$ cat src/rtl/udma_hyper_trans_issue.sv
`default_nettype none
// ============================================================================
//  Module   : udma_hyper_trans_issue
//  Brief    : Queues transfer requests from two requesters and issues them
//             one at a time to a hyperbus controller. Reports per-requester
//             end-of-transfer pulses and completion counts.
//  Revision : 1.0 - initial release
// ============================================================================
module udma_hyper_trans_issue #(
  parameter int DEPTH = 2,
  parameter int AW    = 32,
  parameter int SW    = 16
) (
  input  logic                sys_clk_i,
  input  logic                rst_ni,
  input  logic                req_valid_i,
  output logic                req_ready_o,
  input  logic                req_id_i,
  input  logic [AW-1:0]       req_addr_i,
  input  logic [SW-1:0]       req_size_i,
  input  logic                req_rw_i,
  output logic                trans_valid_o,
  input  logic                trans_ready_i,
  output logic [AW-1:0]       trans_addr_o,
  output logic [SW-1:0]       trans_size_o,
  output logic                trans_rw_o,
  output logic                trans_id_o,
  input  logic                trans_done_i,
  output logic                running_trans_sys_o,
  output logic                proc_id_sys_o,
  output logic [1:0]          evt_eot_o,
  output logic [1:0][7:0]     done_cnt_o
);

  localparam int PW = (DEPTH > 1) ? $clog2(DEPTH) : 1;
  localparam logic [PW:0] FULL_CNT = (PW+1)'(DEPTH);

  typedef enum logic [1:0] {
    ST_IDLE  = 2'd0,
    ST_ISSUE = 2'd1,
    ST_WAIT  = 2'd2,
    ST_EOT   = 2'd3
  } state_t;

  state_t state_q, state_d;

  // Request queue storage (data only, no reset needed: validity comes from count)
  logic [DEPTH-1:0] mem_id_q;
  logic [DEPTH-1:0] mem_rw_q;
  logic [AW-1:0]    mem_addr_q [DEPTH];
  logic [SW-1:0]    mem_size_q [DEPTH];

  logic [PW-1:0] wr_ptr_q, wr_ptr_d;
  logic [PW-1:0] rd_ptr_q, rd_ptr_d;
  logic [PW:0]   count_q, count_d;

  logic          infl_q, infl_d;
  logic          trans_valid_q, trans_valid_d;
  logic [AW-1:0] trans_addr_q;
  logic [SW-1:0] trans_size_q;
  logic          trans_rw_q;
  logic          trans_id_q;
  logic          proc_id_q, proc_id_d;
  logic [1:0]    evt_q, evt_d;
  logic [1:0][7:0] done_cnt_q;

  logic          push, pop, empty;
  logic          next_head_id;

  assign empty       = (count_q == '0);
  assign req_ready_o = (count_q != FULL_CNT);
  assign push        = req_valid_i & req_ready_o;

  // Head of queue decides what happens next; at most one transfer in flight
  always_comb begin
    state_d = state_q;
    pop     = 1'b0;
    infl_d  = infl_q;
    case (state_q)
      ST_IDLE: begin
        if (!empty) begin
          if (mem_size_q[rd_ptr_q] == '0) begin
            // Zero-length transfer completes without touching the bus
            pop     = 1'b1;
            infl_d  = mem_id_q[rd_ptr_q];
            state_d = ST_EOT;
          end else begin
            state_d = ST_ISSUE;
          end
        end
      end
      ST_ISSUE: begin
        if (trans_ready_i) begin
          pop     = 1'b1;
          infl_d  = mem_id_q[rd_ptr_q];
          state_d = ST_WAIT;
        end
      end
      ST_WAIT: begin
        if (trans_done_i) state_d = ST_EOT;
      end
      ST_EOT: begin
        state_d = ST_IDLE;
      end
      default: state_d = ST_IDLE;
    endcase
  end

  // Queue bookkeeping and next values of the registered outputs
  always_comb begin
    wr_ptr_d = wr_ptr_q + PW'(push);
    rd_ptr_d = rd_ptr_q + PW'(pop);
    count_d  = count_q + (PW+1)'(push) - (PW+1)'(pop);
    // If the popped entry was the only one, the new head is the one being pushed
    if (count_q == (PW+1)'(pop)) next_head_id = req_id_i;
    else                         next_head_id = mem_id_q[rd_ptr_d];
    if ((state_d == ST_WAIT) || (state_d == ST_EOT)) proc_id_d = infl_d;
    else if (count_d != '0)                          proc_id_d = next_head_id;
    else                                             proc_id_d = 1'b0;
    trans_valid_d = (state_d == ST_ISSUE);
    evt_d         = (state_d == ST_EOT) ? {infl_d, ~infl_d} : 2'b00;
  end

  // Queue data write port
  always_ff @(posedge sys_clk_i) begin
    if (push) begin
      mem_id_q[wr_ptr_q]   <= req_id_i;
      mem_rw_q[wr_ptr_q]   <= req_rw_i;
      mem_addr_q[wr_ptr_q] <= req_addr_i;
      mem_size_q[wr_ptr_q] <= req_size_i;
    end
  end

  // State, queue control and registered outputs
  always_ff @(posedge sys_clk_i or negedge rst_ni) begin
    if (!rst_ni) begin
      state_q       <= ST_IDLE;
      wr_ptr_q      <= '0;
      rd_ptr_q      <= '0;
      count_q       <= '0;
      infl_q        <= 1'b0;
      trans_valid_q <= 1'b0;
      trans_addr_q  <= '0;
      trans_size_q  <= '0;
      trans_rw_q    <= 1'b0;
      trans_id_q    <= 1'b0;
      proc_id_q     <= 1'b0;
      evt_q         <= 2'b00;
      done_cnt_q    <= '0;
    end else begin
      state_q       <= state_d;
      wr_ptr_q      <= wr_ptr_d;
      rd_ptr_q      <= rd_ptr_d;
      count_q       <= count_d;
      infl_q        <= infl_d;
      trans_valid_q <= trans_valid_d;
      proc_id_q     <= proc_id_d;
      evt_q         <= evt_d;
      // Capture head fields on entry to ISSUE so they stay stable while offered
      if ((state_q == ST_IDLE) && (state_d == ST_ISSUE)) begin
        trans_addr_q <= mem_addr_q[rd_ptr_q];
        trans_size_q <= mem_size_q[rd_ptr_q];
        trans_rw_q   <= mem_rw_q[rd_ptr_q];
        trans_id_q   <= mem_id_q[rd_ptr_q];
      end
      if (state_d == ST_EOT) begin
        done_cnt_q[infl_d] <= done_cnt_q[infl_d] + 8'd1;
      end
    end
  end

  assign trans_valid_o       = trans_valid_q;
  assign trans_addr_o        = trans_addr_q;
  assign trans_size_o        = trans_size_q;
  assign trans_rw_o          = trans_rw_q;
  assign trans_id_o          = trans_id_q;
  assign proc_id_sys_o       = proc_id_q;
  assign evt_eot_o           = evt_q;
  assign done_cnt_o          = done_cnt_q;
  assign running_trans_sys_o = (!empty) | (state_q != ST_IDLE);

endmodule
`default_nettype wire
$ cat config.mk
export PLATFORM = sky130hd
export DESIGN_NAME = udma_hyper_trans_issue
export DESIGN_NICKNAME = d
export VERILOG_FILES = /design/src/rtl/udma_hyper_trans_issue.sv
export SDC_FILE = /design/constraint.sdc
export NUM_CORES = 1
export LEC_CHECK = 0
export CAP_MARGIN = 20
export CORE_AREA = 3 3 115 117
export DETAILED_ROUTE_END_ITERATION = 6
export DIE_AREA = 0 0 118 120
export GPL_TIMING_DRIVEN = 1
export PLACE_DENSITY = 0.89
export SYNTH_ARGS = -nofsm -noshare
export SYNTH_HDL_FRONTEND = slang
export SYNTH_SLANG_ARGS = --single-unit
$ cat constraint.sdc
create_clock -name sys_clk_i -period 8.2 [get_ports sys_clk_i]
set_clock_uncertainty 0.15 [all_clocks]
set_input_delay 2.05 -clock sys_clk_i [delete_from_list [all_inputs] [get_ports sys_clk_i]]
set_output_delay 2.05 -clock sys_clk_i [all_outputs]
set_load 0.01 [all_outputs]
==> run_results.csv, run 1 <==
group,metric,value,unit
logic_synthesis,dominantRegCellSynth,"edfxtp_1",
setup_path,path_max_fanout,16,
die,rows,41,
global_route,grt.overflow.total,0,
logic_synthesis,mappedNetlistNets,536,
route,drt_iter0_markers,299,
logic_synthesis,syn_inst,476,
timing,clock.fmax,0.227,GHz
run_status,outcome,"complete, no violations",
pwr,power.leakage,3.46,nW
pwr,power,3.48,mW
logic_synthesis,syn_area_per_cell,14.4,um^2
clocking,post_cts_buffers,0,
clocking,clkTransAtPathRegs,60,ps
timing,setup-tns-final,0,ps
route,dr_total_vias,4254,
route,drc,0,
timing,rsz0062_at_grt,"false",
setup_path,rrSetupSlack,3940,ps
pwr,vdd_drop_max,0.000202,V
route,wl_per_cell,17.5,um
logic_synthesis,synth_edf_count,100,
global_route,antenna_found_initial,0,
layout,antenna_cells,0,
layout,multi_input_area,1770,um^2
timing,hold_viol_final,0,
logic_synthesis,seq_area_frac_synth,72.1,%
clocking,clk_path_buf_depth,2,
setup_path,critPathLaunchType,"input port",
die,chipWidth,118,um
flow_run,max_cap_viol_count,0,
layout,fin_util,71.2,%
route,vias_per_cell,5.41,
logic_synthesis,ys_async_sr_fraction,43.5,%
die,die-area,14200,um^2
die,core_area,12500,um^2
route,dr.pass1.iters,5,
place,port_buffers,126,
layout,seq_area,4930,um^2
setup_path,crit_type,"input port to flop",
setup_path,crit_required,8370,ps
logic_synthesis,synth_cell_type_count,45,
layout,layout.nets,662,
setup_path,worstReg2RegEnd,"done_cnt_o[6]$_DFFE_PN0P_",
clocking,numCtsBuffers,17,
setup_path,crit_start,"trans_ready_i",
logic_synthesis,syn_area,6840,um^2
clocking,cts-root-buf,"clkbuf_16",
clocking,h-tree-depth,4,
global_route,grt_pass1_wl,22500,um
timing,min_period,4410,ps
place,hpwl,8990,um
clocking,cts_resized,0,
setup_path,worstRegToRegCells,11,
setup_path,crit_arrival,4580,ps
global_route,grt_usage,20.3,%
worst_hold_path,min_path_type,"flop to flop",
die,dieHeight,120,um
clocking,clk_latency,410,ps
die,io-pin-count,127,
timing,finalSetupViolCount,0,
logic_synthesis,synth_seq_cells,177,
global_route,grt_pass1_vias,4466,
clocking,postCtsHoldBufs,0,
worst_hold_path,hold-path-endpoint,"done_cnt_o[7]$_DFFE_PN0P_",
logic_synthesis,synth-warning-count,0,
timing,worst_pin_slew,995,ps
route,drtAntennaViolNets,0,
layout,final_layout_size_suffix_gt1_share,8.29,%
pwr,power_density,393,nW/um^2
worst_hold_path,hold_depth,1,
clocking,cts_tree,"built",
layout,num-fill-cells,839,
timing,relSlewSlack,33.7,%
timing,final-max-slew-violation-count,0,
timing,fin_crit_sh,53.7,%
worst_hold_path,min-delay-start,"done_cnt_o[7]$_DFFE_PN0P_",
layout,area_growth,29.7,%
setup_path,worstSetupEndpointType,"flop",
global_route,grt_start_max_net_pins,101,
place,gp_congestion,0.841,
route,drt_wl_total,13700,um
clocking,cts_sinks,177,
die,initial_utilization,54.9,%
setup_path,r2r-start,"rd_ptr_q$_DFF_PN0_",
==> synthesized netlist by cell type, drive strengths merged (6+ instances only) <==
cell type,number,area share (%)
mux2i,52,7.6
and3,8,0.73
nand4,7,0.64
nor3,6,0.60
nor2,65,3.6
clkbuf,19,1.0
nand2,6,0.33
inv,12,0.66
edfxtp,100,44
a21oi,54,4.0
nand3,6,0.51
xnor2,10,1.3
dfrtp,77,28
==> state kept, by name, summed over array words and instances (netlist names) <==
name,count
evt_eot_o,2
wr_ptr_q,1
infl_q,1
trans_rw_o,1
state_q,2
rd_ptr_q,1
mem_size_q,32
done_cnt_o,16
proc_id_sys_o,1
trans_addr_o,32
trans_valid_o,1
trans_id_o,1
count_q,2
mem_rw_q,2
mem_id_q,2
trans_size_o,16
mem_addr_q,64
==> cell type report <==
type | count | share of cell area (%)
inverter | 12 | 0.508
tap | 172 | 2.43
timing repair buffer | 130 | 14.8
sequential | 177 | 55.6
clock buffer | 24 | 5.32
clock inverter | 8 | 1.45
multi-input combinational | 264 | 19.9
==> where the power goes <==
part           switching, mW  leakage, nW  internal, mW
Combinational          0.587         1.36         0.588
Sequential             0.238         1.81          1.26
Clock                  0.312        0.289         0.498
==> cell usage in the layout (no fill, tap or decap), types with 2 or more instances in the layout <==
| master | count |
|---|---|
| nand4_1 | 7 |
| a21oi_1 | 54 |
| nor3_1 | 5 |
| and3_1 | 8 |
| nor2_1 | 65 |
| o21ai_0 | 5 |
| xnor2_1 | 10 |
| mux2i_1 | 52 |
| o22ai_1 | 2 |
| a31oi_1 | 2 |
| a31o_2 | 2 |
| clkdlybuf4s50_1 | 125 |
| mux2_4 | 2 |
| clkbuf_1 | 5 |
| xor2_1 | 3 |
| clkinv_4 | 2 |
| or3_1 | 2 |
| mux2_2 | 3 |
| nand3_1 | 5 |
| inv_1 | 12 |
| ha_1 | 3 |
| bufinv_16 | 3 |
| a22oi_1 | 3 |
| nand2_1 | 6 |
| clkbuf_16 | 17 |
| ha_2 | 2 |
| buf_4 | 4 |
| edfxtp_1 | 100 |
| clkbuf_8 | 2 |
| dfrtp_1 | 76 |
| nor4_1 | 3 |
==> layer usage <==
| metal | global-route usage [%] | wire length (um) |
|---|---|---|
| met5 | 0 | 0 |
| met4 | 7.47 | 221 |
| met3 | 6.17 | 922 |
| met2 | 35.2 | 7030 |
| met1 | 24.2 | 5570 |
==> worst max path at each step <==
stage | slack, ps | endpoint | cells after the start
2_1_floorplan | 4190 | done_cnt_o[6]$_DFFE_PN0P_ | 10
3_3_place_gp | 3580 | done_cnt_o[6]$_DFFE_PN0P_ | 11
3_5_place_dp | 3490 | done_cnt_o[6]$_DFFE_PN0P_ | 11
4_1_cts | 3820 | done_cnt_o[6]$_DFFE_PN0P_ | 11
5_1_grt | 3680 | done_cnt_o[6]$_DFFE_PN0P_ | 11
6_report | 3790 | done_cnt_o[6]$_DFFE_PN0P_ | 11
==> per-stage QoR <==
stage          cell area, um^2  cells  hold slack, ps  setup WS, ps
3_3_place_gp              8240    754             315          3580
5_1_grt                   8870    787             355          3680
4_1_cts                   8840    786             328          3820
6_report                  8870    787             323          3790
2_1_floorplan             6840    476             357          4190
3_5_place_dp              8240    754             321          3490
==> worst max-delay path: stages <==
cell and delay, ps:
clkdlybuf4s50_1 490, inv_1 80, nor2_1 140, o21a_2 220
mux2_4 400, mux2_2 300, ha_1 250, and3_1 220
and3_1 190, nand4_1 110, xnor2_1 130
==> cell families (layout without fill, tap and decap cells) <==
group,after synthesis,after routing,share of synthesized area [%]
flops,177,177,72.1
simple gates,114,114,8.39
compound gates,75,75,6.16
mux,57,57,8.54
buf+inv,35,174,2.27
xor+xnor,13,13,1.66
fa+ha+maj,5,5,0.914
Power figures use the tool's default switching activity.
==> run 2: changes to the inputs <==
Settings changed: CORE_AREA 3 3 115 117 to 3 3 125 127, DIE_AREA 0 0 118 120 to 0 0 128 130, PLACE_DENSITY 0.89 to 0.8.
Clock period 8.2 ns to 3.8 ns, I/O delays scaled along.
==> run 2 against run 1 <==
Net effect: critical path depth did not move; first-iteration DRC count rose by 6.7%; cell count rose by 2.5%; sequential power rose by 110%; final area rose by 0.96%; critical endpoint unchanged.
==> run_results.csv, run 2 (synthesis results as in run 1) <==
group,metric,value,unit
route,drt_iter0_markers,319,
place,hpwl,9290,um
layout,layout_common_cells,"clkdlybuf4s50_1, edfxtp_1, dfrtp_1",
global_route,grt.overflow.total,0,
clocking,h-tree-depth,4,
route,drtAntennaViolNets,0,
route,vias_per_cell,5.21,
timing,setup-tns-final,0,ps
place,placed_area,8320,um^2
setup_path,crit_arrival,3830,ps
timing,final-max-slew-violation-count,0,
timing,relSlewSlack,59.8,%
layout,layout.nets,669,
route,dr.pass1.iters,4,
die,rows,44,
clocking,numCtsBuffers,17,
timing,timing.hold.ws,310,ps
flow_run,max_cap_viol_count,0,
setup_path,path_max_fanout,16,
timing,fin_crit_sh,95.7,%
setup_path,r2r-start,"rd_ptr_q$_DFF_PN0_",
clocking,clk_latency,410,ps
layout,largest_reg_flops,64,
pwr,power.leakage,3.50,nW
die,io-pin-count,127,
setup_path,critPathLaunchType,"flop",
clocking,cts_sinks,177,
setup_path,crit_required,3990,ps
global_route,antenna_found_initial,1,
clocking,cts_tree,"built",
clocking,postCtsHoldBufs,0,
clocking,cts_resized,0,
worst_hold_path,min_path_type,"input port to asynchronous set/reset pin",
layout,area_growth,30.9,%
clocking,post_cts_buffers,0,
global_route,grt_pass1_wl,22300,um
route,drc,0,
layout,final_area,8960,um^2
place,port_buffers,126,
layout,largest_register,"mem_addr_q",
layout,fin_util,61.6,%
timing,hold_viol_final,0,
die,chipWidth,128,um
timing,finalSetupViolCount,0,
layout,final_common_cell,"clkdlybuf4s50_1",
pwr,power,7.55,mW
setup_path,crit_type,"flop to flop",
layout,final_layout_size_suffix_gt1_share,9.16,%
setup_path,worstSetupEndpointType,"flop",
timing,worst_pin_slew,600,ps
setup_path,rrSetupSlack,160,ps
layout,num-fill-cells,1103,
place,dp_slack,164,ps
run_status,outcome,"complete, no violations",
pwr,vdd_drop_max,0.000376,V
clocking,clkTransAtPathRegs,70,ps
timing,setup_slack,163,ps
global_route,grt_pass1_vias,4412,
setup_path,worstReg2RegEnd,"done_cnt_o[6]$_DFFE_PN0P_",
setup_path,worstRegToRegCells,11,
route,drt_wl_total,13900,um
clocking,cts-root-buf,"clkbuf_16",
route,wl_per_cell,17.2,um
die,core_area,14500,um^2
die,die-area,16600,um^2
global_route,grt_start_max_net_pins,78,
place,gp_congestion,0.794,
timing,clock.fmax,0.275,GHz
place,dpl.cell_count,771,
pwr,power_density,843,nW/um^2
global_route,grt_usage,17.3,%
clocking,clk_path_buf_depth,2,
die,initial_utilization,47.1,%
layout,final_cells,807,
timing,min_period,3640,ps
route,dr_total_vias,4208,
die,dieHeight,130,um
==> run 2: worst max-delay path by stage <==
stage                       startpoint                   endpoint  slack (ps)
detailed placement  rd_ptr_q$_DFF_PN0_  done_cnt_o[6]$_DFFE_PN0P_         160
finish              rd_ptr_q$_DFF_PN0_  done_cnt_o[6]$_DFFE_PN0P_         160
global placement    rd_ptr_q$_DFF_PN0_  done_cnt_o[6]$_DFFE_PN0P_         240
CTS                 rd_ptr_q$_DFF_PN0_  done_cnt_o[6]$_DFFE_PN0P_         120
global route        rd_ptr_q$_DFF_PN0_  done_cnt_o[6]$_DFFE_PN0P_         -20
floorplan           rd_ptr_q$_DFF_PN0_  done_cnt_o[6]$_DFFE_PN0P_         490
==> run 2: worst max-delay path, stage by stage (launching register included) <==
cell,delay (ps)
dfrtp_4,530
or4_1,550
o22a_1,270
nor4b_2,280
o21a_2,240
mux2_4,400
mux2_2,300
ha_1,240
and3_1,210
and3_1,180
nand4_1,100
xnor2_1,120
==> run 2: where the power goes <==
group / switching [mW] / leakage [nW] / internal, mW / total, mW
Clock: 0.689 / 0.283 / 1.05 / 1.74
Combinational: 1.41 / 1.41 / 1.31 / 2.72
Sequential: 0.371 / 1.81 / 2.72 / 3.09
==> run 2: final cells by class <==
type                    count  area, um^2  share of cell area (%)
clock buffers              22         454                    5.07
multi-input cells         264        1770                    19.7
inverters                  12        45.0                   0.503
clock inverters            10         136                    1.52
repair buffers            137        1390                    15.5
diodes                      1        2.50                  0.0279
flip-flops and latches    177        4930                    55.1
well taps                 184         230                    2.57
==> run 2: layer usage <==
metal	vias up	routed length, um	part of all wire [%]	track usage [%]
met3	21	839	6.0	4.63
met1	2049	5940	43	21.9
met4	0	281	2.0	7.37
li1	2005	-	-	-
met2	133	6850	49	28.3
met5	-	0	0	0
